===== config.mk =====
export PLATFORM = sky130hd
export DESIGN_NAME = pacman_anim
export DESIGN_NICKNAME = d
export VERILOG_FILES = /design/src/rtl/pacman_anim.sv
export SDC_FILE = /design/constraint.sdc
export NUM_CORES = 1
export LEC_CHECK = 0
export BUFFER_PORTS_ARGS = -buffer_cell sky130_fd_sc_hd__buf_2
export CORE_ASPECT_RATIO = 0.7
export CORE_MARGIN = 2
export CORE_UTILIZATION = 51
export CTS_BUF_LIST = sky130_fd_sc_hd__clkbuf_8
export DETAILED_ROUTE_END_ITERATION = 8
export PLACE_DENSITY = 0.77
export SYNTH_ARGS = -nofsm -noshare
export SYNTH_HDL_FRONTEND = slang
export SYNTH_SLANG_ARGS = --single-unit
export TNS_END_PERCENT = 10

===== constraint.sdc =====
create_clock -name Clk -period 2 [get_ports Clk]
set_input_delay 0.3 -clock Clk [delete_from_list [all_inputs] [get_ports Clk]]
set_output_delay 0.3 -clock Clk [all_outputs]
set_load 0.03 [all_outputs]

===== src/rtl/pacman_anim.sv =====
// Pac-Man sprite animation sequencer.
// Turns each edge of the mouth-rate square wave into one animation step,
// tracks the mouth ping-pong frame, heading and the death sequence, and
// produces a registered sprite-ROM address for the requested row.
module pacman_anim #(
   parameter int  DEATH_FRAMES = 8,
   parameter int  ROWS         = 16,
   localparam int RW           = $clog2(ROWS),
   localparam int AW           = $clog2((12 + DEATH_FRAMES) * ROWS)
) (
   input  logic          Clk,
   input  logic          Reset,
   input  logic          open_close,
   input  logic          moving,
   input  logic [1:0]    dir,
   input  logic          die,
   input  logic          respawn,
   input  logic [RW-1:0] row,
   output logic [AW-1:0] rom_addr,
   output logic [1:0]    mouth_frame,
   output logic          death_active,
   output logic          death_done
);

   // Frame index occupies the address bits above the row field; ROWS is a
   // power of two so the index can simply be concatenated with the row.
   localparam int IW = AW - RW;
   localparam int DW = 4;
   localparam logic [DW-1:0] LAST_DFRAME = DW'(DEATH_FRAMES - 1);

   typedef enum logic [1:0] {
      ALIVE,
      DYING,
      DEAD
   } state_t;

   state_t        state;
   logic          prev_oc;
   logic          step;
   logic          sweep_up;
   logic [DW-1:0] dframe;
   logic [IW-1:0] frame_index;

   assign step = open_close ^ prev_oc;

   // Select which sprite frame the current state maps to.
   always_comb begin
      frame_index = '0;
      if (state == ALIVE) begin
         frame_index = IW'(dir) * IW'(3) + IW'(mouth_frame);
      end else begin
         frame_index = IW'(12) + IW'(dframe);
      end
   end

   // Animation state machine, edge detector and registered outputs.
   always_ff @(posedge Clk) begin
      if (Reset) begin
         state        <= ALIVE;
         prev_oc      <= open_close;
         sweep_up     <= 1'b1;
         dframe       <= '0;
         mouth_frame  <= 2'd0;
         death_active <= 1'b0;
         death_done   <= 1'b0;
         rom_addr     <= '0;
      end else begin
         prev_oc    <= open_close;
         death_done <= 1'b0;
         rom_addr   <= {frame_index, row};
         unique case (state)
            ALIVE: begin
               if (die) begin
                  state        <= DYING;
                  dframe       <= '0;
                  death_active <= 1'b1;
               end else if (step && moving) begin
                  if (sweep_up) begin
                     mouth_frame <= mouth_frame + 2'd1;
                     if (mouth_frame == 2'd1) begin
                        sweep_up <= 1'b0;
                     end
                  end else begin
                     mouth_frame <= mouth_frame - 2'd1;
                     if (mouth_frame == 2'd1) begin
                        sweep_up <= 1'b1;
                     end
                  end
               end
            end
            DYING: begin
               if (step) begin
                  if (dframe == LAST_DFRAME) begin
                     state      <= DEAD;
                     death_done <= 1'b1;
                  end else begin
                     dframe <= dframe + 1'b1;
                  end
               end
            end
            DEAD: begin
               if (respawn) begin
                  state        <= ALIVE;
                  mouth_frame  <= 2'd0;
                  sweep_up     <= 1'b1;
                  dframe       <= '0;
                  death_active <= 1'b0;
               end
            end
            default: begin
               state <= ALIVE;
            end
         endcase
      end
   end

endmodule


# == Word level (Yosys, flattened, before mapping) ==
# Cells that the tools add are included.
# totals
mem_count,0
latch_bits,0
inputBits,12
mem_bits_ro,0
ram_bits,0
ff_bits,21
# classes
n_bitwise,3
div_mod_pow,0
mul,1
n_mux,26
reduce_logical,9
magnitude_cmp,0
add_sub_neg,5
shifts,0
n_eq_ne,11
# op_table
cell,count
$mux W4,4
$mux W2,7
$ne A2 B2 Y1 const B,6
$pmux W4 S3,1
$mux W1,9
$reduce_and A4 Y1,2
$pmux W2 S3,1
$add A4 B2 Y5,1
$add A4 B4 Y5 const A,1
$mux W5,1
$reduce_and A5 Y1,1
$add A4 B1 Y4 const B,1
$eq A2 B1 Y1 const B,2
$eq A4 B3 Y1 const B,1
$mul A2 B2 Y4 const B,1
$pmux W1 S2,2
$pmux W2 S2,1
$reduce_and A3 Y1,1
$reduce_bool A3 Y1,1
$reduce_or A3 Y1,1
$add A2 B1 Y2 const B,1
$eq A2 B2 Y1 const B,1
$logic_not A2 Y1,1
$ne A2 B1 Y1 const B,1
other kinds (5),6

# == Depth between registers and ports, before layout ==
# depth
ltp_word,6
ltp_mapped,6
mapped_depth_nobuf,6

# == Worst setup path after synthesis ==
# Ideal clock, no wire load.
# synth_path
path_type,register to register
start,register mouth_frame[1]
end,register rom_addr[6]
required_ns,1.914
arrival_time_ns,1.901
n_path_buf,0
setup_ns,0.086
path_stages_with_launch,6
slack_ns,0.013
path_cell_list,dfxtp_1 -> fa_1 -> ha_1 -> fa_1 -> nor2_1 -> a211oi_1
# synth_via
elab_chain_len,2
# synth_rtl
element,line_no,text
from (decl),20,"output logic [1:0] mouth_frame,"
from (signal assigned),79,mouth_frame <= mouth_frame + 2'd1;
from (signal assigned),84,mouth_frame <= mouth_frame - 2'd1;
$add A4 B2 Y5,50,frame_index = IW'(dir) * IW'(3) + IW'(mouth_frame);
$mux W5,49,if (state == ALIVE) begin
to (signal assigned),70,"rom_addr <= {frame_index, row};"
to (decl),19,"output logic [AW-1:0] rom_addr,"
# Every way passes these cells.
# A chain may end at the register's enable or synchronous reset.

# == Worst setup path after layout ==
# Ends and elaborated chain as after synthesis.

==> summary.txt <==
worst hold path class - primary input to register
Fill cells - 169
Total Nets Final - 149
mean post-synth cell area - 9.67 um^2
peak supply drop - 0.000737 V
Async S/R FF share, synth - 0%
Synth area leaders - dfxtp_1, ha_1, nand2_1
Slew HR - 72.8%
final core occ - 63.2%
area of the die - 0.00233 mm^2
Clock Tree Root - clkbuf_8
area taken by multi-input logic gates - 538 um^2
IO buf count - 24
final setup vio count - 0
die span in y - 41.0 um
Final Hold Viols - 0
clk sinks - 21
CTS H-tree lvls - 1
most frequent cells in the layout - buf_2, dfxtp_1, nand2_1, nor2_1, a21oi_1
final WL - 1960 um
Pleak - 0.528 nW
Worst path slowest cell - fa_1
DR iter-0 viols - 16
DR pass1 iterations - 4
top-area cell type share of the netlist area - 42.2%
Layout Area Growth over Synthesis - 17.6%
Vias/cell - 5.50
Synth warnings - 0
Final Slew Violations - 0
Clock Latency Late Sink - 0.26 ns
hpwl dp - 1480 um
Fmax - 0.540 GHz
number of synthesized register bits - 21
crit end category - register
CTS Hold Bufs - 0
worst setup margin - 0.148 ns
CP Max Fanout - 4
Overflow after GRT - 0
outcome - finished clean
final worst path period need - 1.85 ns
maximum capacitance violations - 0
minimum hold slack - 0.182 ns
Fin Setup TNS - 0 ns
Post-Syn Area - 996 um^2
RSZ-0062 raised after global routing - false
Crit path required time - 2.18 ns
CP arrival - 2.03 ns
drt drc - 0
EDFF count, synth - 0
CTS tree - done
Die Span X - 56.8 um
Synth cell types - 32
core area - 0.00185 mm^2
largest net degree at the start of global routing - 22
Bufs on Longest Clock Path - 2
Site Rows - 13
routed length per instance - 13.0 um
Post-CTS Setup Inserts - 0
sequential element share of the synthesized area - 42.2%
Worst-Margin Slew - 0.408 ns
Setup crit start kind - register
Clock transition at path regs - 0.07 ns
worst-path cell chain - fa_1, ha_1, fa_1, nor2_1, a211oi_1
most common library cell in the layout ignoring fill and taps - buf_2
first-pass GRT wire length - 3070 um
largest area contributor in the netlist - dfxtp_1
antenna cells - 0
Synth Instances - 103
starting density of the core - 53.7%
PwrDens - 728 mW/mm^2
dpl ws - 0.0286 ns
Via Count - 825
cts bufs inserted - 3
Ports - 25
routability cong. - 0.849
antenna violations before repair - 0
Crit Path Category - register to register
layout cells sized above 1 - 29.7%
max incr delay on CP - 0.51 ns
Tcrit/Tclk final - 92.6%
number of global-route vias before repair - 715
antenna-violating nets left - 0
Synth Flop Type - dfxtp_1
skew final - 0.00139 ns
GR Util All Layers - 18.5%
register area - 422 um^2
PnR Total Power - 0.852 mW
syn_nets - 123
CP dominant cell by count - fa_1
## Yosys cell counts (2+ instances only)
library cell   n
dfxtp_1       21
a211oi_1       2
a21oi_1        8
nand4_1        2
a31o_2         2
nor2_1        10
inv_1          5
nand2_1       12
nand3_1        3
nor3_1         3
a31oi_1        2
fa_1           2
nor2b_1        4
nand2b_1       2
mux2_4         2
ha_1           6
nand3b_1       2
## kinds of logic (layout without fill, tap and decap cells)
family / Yosys count / count (layout) / share of synthesized area, %
and+or+nand+nor: 43 / 43 / 23.6
DFF: 21 / 21 / 42.2
AOI/OAI and AO/OA: 19 / 19 / 13.3
adders and majority gates: 8 / 8 / 11.6
buffers and inverters: 8 / 33 / 3.77
xor gates and xnor gates: 2 / 2 / 2.51
muxes: 2 / 2 / 3.02
## where the power goes
| group | internal (mW) | total, mW | leakage, nW | switching [mW] |
|---|---|---|---|---|
| clock network | 0.137 | 0.268 | 0.0269 | 0.131 |
| registers | 0.437 | 0.448 | 0.173 | 0.0109 |
| logic | 0.0510 | 0.137 | 0.328 | 0.0857 |
| total | 0.624 | 0.852 | 0.528 | 0.228 |
## cell type report
class                           instances  area share, %
Clock buffer                            3           3.53
Sequential cell                        21           36.0
Inverter                                5           1.60
Clock inverter                          1          0.321
Timing Repair Buffer                   24           10.3
Multi-Input combinational cell         74           45.9
Tap cell                               22           2.35
## per-layer routing
metal	GRT usage [%]	routed length, um	part of all wire (%)	vias to the layer above
met5	0	0	0	-
met4	10.5	38	1.9	0
met3	6.94	107	5.5	4
met2	30.2	921	47	24
met1	21.9	890	45	392
li1	-	-	-	405
## sequential cells by signal (all words and copies together), names as in the netlist
register      cells
death_active      1
mouth_frame       2
dframe            4
prev_oc           1
rom_addr          9
death_done        1
sweep_up          1
state             2
## stage by stage
step           cell area (um^2)  std cells
4_1_cts                    1170        150
2_1_floorplan               996        103
3_3_place_gp               1120        146
6_report                   1170        150
3_5_place_dp               1120        146
5_1_grt                    1170        150
## critical path, delay by kind of cell (launching register included)
family	cells	cell delay (ns)
compound gates	1	0.20
flops	1	0.36
simple gates	1	0.05
fa+ha+maj	3	1.17
## worst paths after layout
check	slack, ns	from	cells after the start	to
setup reg to reg	0.15	mouth_frame[1]$_SDFFE_PP0P_	5	rom_addr[6]$_SDFF_PP0_
hold / removal	0.18	open_close	1	prev_oc$_DFF_P_
setup / recovery	0.15	mouth_frame[1]$_SDFFE_PP0P_	5	rom_addr[6]$_SDFF_PP0_
hold reg to reg	0.50	mouth_frame[1]$_SDFFE_PP0P_	2	mouth_frame[1]$_SDFFE_PP0P_
## what timing repair did
| action | 4_1_cts | 5_1_grt |
|---|---|---|
| resized for setup | 0 | 1 |
| hold endpoints to repair | 0 | 0 |
| setup endpoints to repair | 0 | 1 |
(Power assumes the default switching activity.)
